**config.mk**
```make
export PLATFORM = sky130hd
export DESIGN_NAME = writeback_stage
export DESIGN_NICKNAME = d
export VERILOG_FILES = /design/src/rtl/cpu_pkg.sv /design/src/rtl/sync_chain.sv /design/src/rtl/writeback_stage.sv
export SDC_FILE = /design/constraint.sdc
export NUM_CORES = 1
export LEC_CHECK = 0
export ABC_CLOCK_PERIOD_IN_PS = 5400
export CORE_ASPECT_RATIO = 1.75
export CORE_MARGIN = 3
export CORE_UTILIZATION = 40
export DETAILED_ROUTE_END_ITERATION = 10
export PLACE_DENSITY = 0.88
export SLEW_MARGIN = 20
export SYNTH_ARGS = -nofsm -noshare
export SYNTH_HDL_FRONTEND = slang
export SYNTH_SLANG_ARGS = --single-unit
export TNS_END_PERCENT = 30
```
**constraint.sdc**
```tcl
create_clock -name i_clk -period 5.4 [get_ports i_clk]
set_input_delay 0.54 -clock i_clk [delete_from_list [all_inputs] [get_ports i_clk]]
set_output_delay 0.54 -clock i_clk [all_outputs]
set_load 0.02 [all_outputs]
```
**src/rtl/cpu_pkg.sv**
```systemverilog
// Shared CPU definitions: write-back source encodings and default datapath widths.
package cpu_pkg;

  localparam int DEF_DATA_W = 16;
  localparam int DEF_ADDR_W = 3;

  typedef enum logic [1:0] {
    WB_ALU = 2'b00,
    WB_MEM = 2'b01,
    WB_IN  = 2'b10,
    WB_IMM = 2'b11
  } wb_sel_e;

endpackage

```
**src/rtl/sync_chain.sv**
```systemverilog
// Multi-flop synchroniser for an asynchronous bus; output is DEPTH cycles old.
module sync_chain #(
  parameter int WIDTH = 16,
  parameter int DEPTH = 2
) (
  input  logic             i_clk,
  input  logic             i_reset,
  input  logic [WIDTH-1:0] i_d,
  output logic [WIDTH-1:0] o_q
);

  logic [WIDTH-1:0] stages [DEPTH];

  always_ff @(posedge i_clk or posedge i_reset) begin
    if (i_reset) begin
      for (int i = 0; i < DEPTH; i++) stages[i] <= '0;
    end else begin
      stages[0] <= i_d;
      for (int i = 1; i < DEPTH; i++) stages[i] <= stages[i-1];
    end
  end

  assign o_q = stages[DEPTH-1];

endmodule

```
**src/rtl/writeback_stage.sv**
```systemverilog
// MEM/WB pipeline stage: register-file write port, OUT port register,
// synchronised IN port and retired-instruction counter.
module writeback_stage
  import cpu_pkg::*;
#(
  parameter int DATA_W      = DEF_DATA_W,
  parameter int ADDR_W      = DEF_ADDR_W,
  parameter int COUNT_W     = 16,
  parameter int SYNC_STAGES = 2
) (
  input  logic               i_clk,
  input  logic               i_reset,
  input  logic               i_stall,
  input  logic               i_flush,
  input  logic               i_valid,
  input  logic               i_write_back,
  input  logic [1:0]         i_wb_selector,
  input  logic [ADDR_W-1:0]  i_rd,
  input  logic [DATA_W-1:0]  i_alu_result,
  input  logic [DATA_W-1:0]  i_mem_data,
  input  logic [DATA_W-1:0]  i_imm,
  input  logic               i_output_port,
  input  logic [DATA_W-1:0]  i_data1,
  input  logic [DATA_W-1:0]  i_in_port,
  output logic               o_write_back,
  output logic [ADDR_W-1:0]  o_write_addr,
  output logic [DATA_W-1:0]  o_write_data,
  output logic [DATA_W-1:0]  o_out_port,
  output logic               o_out_strobe,
  output logic [COUNT_W-1:0] o_retired
);

  logic [DATA_W-1:0] in_sync;
  logic [DATA_W-1:0] wb_value;

  sync_chain #(
    .WIDTH (DATA_W),
    .DEPTH (SYNC_STAGES)
  ) u_in_sync (
    .i_clk   (i_clk),
    .i_reset (i_reset),
    .i_d     (i_in_port),
    .o_q     (in_sync)
  );

  always_comb begin
    wb_value = i_alu_result;
    case (wb_sel_e'(i_wb_selector))
      WB_ALU:  wb_value = i_alu_result;
      WB_MEM:  wb_value = i_mem_data;
      WB_IN:   wb_value = in_sync;
      WB_IMM:  wb_value = i_imm;
      default: wb_value = i_alu_result;
    endcase
  end

  // Flush outranks stall; the strobe drops on any non-loading edge so it
  // never stretches across a stall.
  always_ff @(posedge i_clk or posedge i_reset) begin
    if (i_reset) begin
      o_write_back <= 1'b0;
      o_write_addr <= '0;
      o_write_data <= '0;
      o_out_port   <= '0;
      o_out_strobe <= 1'b0;
      o_retired    <= '0;
    end else if (i_flush) begin
      o_write_back <= 1'b0;
      o_out_strobe <= 1'b0;
    end else if (i_stall) begin
      o_out_strobe <= 1'b0;
    end else begin
      o_write_back <= i_valid & i_write_back;
      o_write_addr <= i_rd;
      o_write_data <= wb_value;
      o_out_strobe <= i_valid & i_output_port;
      if (i_valid & i_output_port) o_out_port <= i_data1;
      if (i_valid) o_retired <= o_retired + COUNT_W'(1);
    end
  end

endmodule

```
==> impl_summary.md <==
Detailed routing
The wire length per cell after detailed routing is 17.13 µm. The detailed-route DRC error count is 0. For this block, the routed nets add up to 7.505 mm of wire. The post-detailed-route via-to-cell ratio is 4.918. Detailed routing inserted a total of 2154 vias.

The detail route stage leaves a number of antenna-violating nets equal to 0. The number of DRC markers after the initial detailed-route iteration is 91. The number of iterations in the first detailed-routing pass is 4.

Critical path
The start point of the critical path is i_stall. The worst setup path is of the in2reg kind. The register-to-register path setup slack is 3.82 ns.

The startpoint class of the critical path is an input pin. The terminus of the critical flop-to-flop path is o_retired[8]. The worst register-to-register path begins at o_retired[0]. The critical path runs through a total of 4 cells.

The worst path required time is 5.61 ns. The kind of end point of the critical path is a register. Counting both buffers and inverters, the worst setup path holds a total of 1. The signal on the critical path passes through clkdlybuf4s50_1 -> nor3b_4 -> and2_1 -> mux2_2. Along the worst path, the maximum fanout reaches 17.

The top cell family by delay on the critical path is simple AND/OR/NAND/NOR gates. The worst-case reg-to-reg path depth is 5. The termination of the worst setup path is o_out_port[7]. The worst-path cell with the longest stage delay is and2_1. The arrival time of the worst setup path is 2.69 ns. On the worst path, the slowest cell contributes a delay of 0.79 ns.

Pwr
For this design the static power due to leakage is about 2.1 nW. The total design power is around 1.8 mW. In this run the power density over the cells is 353.2 nW/µm². VDD sags by at most 0.0002071 V.

Synth
After synthesis, the most frequently instantiated cells are dfrtp_1, mux2_2, mux4_2. The dominant cell by count in the synthesized netlist is dfrtp_1. The number of flops mapped to enable cells by yosys is 0. Yosys attributes the largest share of cell area to dfrtp_1, mux4_2, mux2_2, mux2_4, xnor2_1.

The async set-reset flop share out of synthesis is 1.000. The leading area contributor after synthesis is dfrtp_1. In the synthesized netlist, the number of instances is 194. The total number of yosys warnings is 0. The share of synthesized area in the top cell type comes to 0.6386. The cell area that synthesis handed to floorplanning was around 3300 µm².

For this run, the register share of the synthesized area comes to 0.6386. The synthesized area per cell is 17.17 µm². The number of nets in the synthesized netlist is 287. The count of different cell masters after synthesis is 25. The register bit count reported by yosys is 85. In the synthesized netlist the dominant register cell turns out to be dfrtp_1.

Placed design
During placement, the flow inserted port buffers numbering 144. The HPWL after detailed placement is about 5.6 mm. The final weighted congestion in routability-driven placement is roughly 0.79. The placed cell area is approximately 4800 µm².

CTS
The H-tree was split into 3 levels. Clock-pin slew was measured on the worst setup and hold paths at around 0.060 ns. The latest clock arrival within the worst-skew pair is 0.32 ns. The clock passes through at most 2 buffers. Once the clock tree was built, the resizer swapped 0 gates to a different size.

TritonCTS built the clock tree. The count of clock tree sinks is 85. Buffers inserted to repair hold after CTS numbered 0. The buffer type at the clock tree root is clkbuf_16. The number of CTS-inserted buffers is 9. Once the clock tree was built, the setup fixing pass inserted 0 buffers.

Timing
Setup repair after global routing left no endpoint under its margin. The setup skew after layout is 0.005702 ns. The number of endpoints with negative hold slack in the final report is 0.

The aggregate negative setup slack is 0 ns. The period utilization is 0.4595. Headroom to the max-slew limit came out at 0.3851. The number of pins exceeding their max-slew limit in the final report is 0.

The highest attainable clock frequency is just over 0.4 GHz. The number of failing setup endpoints in the final timing report is 0. At the pin with the least slew margin, the transition time is between 0.9 and 1 ns. The clock period minus worst slack is 2.481 ns. The final worst hold slack is 0.3459 ns.

Die
The row count is 43. The number of primary I/O pins is about 150. The area of the core region is between 8000 and 9000 µm². The die is 74.98 µm wide.

The initial utilization of the core area, before any placement, comes to 0.4155. The area of the die is roughly 9500 µm². The floorplan step set the die height to 126.7 µm.

Final layout
The growth of design area from synthesis to finish is 53.98%. The diode insertion count for antenna repair is 0. The count of nets after finishing is 436. Once layout is done, the placed cells without fillers occupy roughly 5100 µm². The fraction of layout cells with a size suffix above 1 is 0.2069.

Worst hold path
The min-delay analysis places its worst path in the category reg2reg.

GRT
The number of global-route vias before repair came to 2307. The total overflow reported by the global router is 0. Entering global routing, the biggest net connects 86 pins. The combined global-route utilization of all metal layers is 0.1639.

The number of antenna violations at the first check in global routing came to 0. The global-route wire length before repair is 11.41 mm.

Status
The run finished with clean final reports.

Flow run
The number of max-cap violations is 0.
[routing by layer]
layer | GRT usage | wire length (µm) | up-vias
met4 | 0.07547 | 85 | 0
met3 | 0.04362 | 532 | 8
met5 | 0 | 0 | -
li1 | - | - | 997
met2 | 0.2734 | 4041 | 88
met1 | 0.1911 | 2846 | 1061
[worst reg2reg max path: stages, from the launching register on]
cell,delay [ns]
dfrtp_1,0.43
ha_1,0.17
nand4bb_1,0.19
nor2_1,0.31
and4_1,0.25
xor2_1,0.16
[cell type report]
type	instances	area [µm²]
clock buffers	12	246.5
clock inverters	4	47.55
fillers	588	2888
inverters	1	5.005
multi-input cells	101	1142
flip-flops and latches	85	2127
well taps	90	112.6
repair buffers	145	1448
[worst min path at each step]
stage                         startpoint                end  slack, ns  cells past startpoint
floorplan           u_in_sync.stages[16]   u_in_sync.o_q[0]       0.33                      0
global placement    u_in_sync.stages[19]   u_in_sync.o_q[3]       0.33                      0
detailed placement  u_in_sync.stages[26]  u_in_sync.o_q[10]       0.33                      0
CTS                 u_in_sync.stages[31]  u_in_sync.o_q[15]       0.35                      0
global route        u_in_sync.stages[27]  u_in_sync.o_q[11]       0.35                      0
finish              u_in_sync.stages[21]   u_in_sync.o_q[5]       0.35                      0
[registers in the layout, indices dropped and copies added, names as in the netlist]
register / count
o_out_port: 16
o_retired: 16
o_write_data: 16
u_in_sync.o_q: 16
u_in_sync.stages: 16
o_write_addr: 3
o_out_strobe: 1
o_write_back: 1
[through the flow]
stage                     std cells    util  worst slack, ns
final                           438  0.6398            2.919
after global routing            438  0.6398            2.820
after CTS                       438  0.6393            2.923
after detailed placement        422  0.6026            2.575
after global placement          422  0.6026            2.635
after floorplan                 194       -            2.667
[logic make-up after synthesis]
kind of cell / Yosys count / synth area share
and+or+nand+nor: 32 / 0.05672
muxes: 52 / 0.2400
adders and majority gates: 1 / 0.003756
AOI/OAI and AO/OA: 1 / 0.001501
DFF: 85 / 0.6386
buffers and inverters: 8 / 0.01991
xor gates and xnor gates: 15 / 0.03944
[layout by cell type, fill, tap and decap left out, drive strengths merged]
master           n
clkdlybuf4s50  143
dfrtp           85
mux2            36
mux4            16
clkbuf          12
xnor2           10
nand2            7
nor2             7
nand3            5
xor2             5
nand4            4
clkinv           3
and3             2
and4             2
buf              2
nor3b            1
and2             1
nor3             1
nor4             1
a21oi            1
nand4bb          1
ha               1
clkinvlp         1
bufinv           1
[report_power, final]
group          leakage (nW)  switching, mW  internal (mW)
Combinational         0.950          0.180          0.257
Sequential             1.03         0.0553          0.720
Clock                 0.143          0.229          0.369
Power figures use the tool's default switching activity.
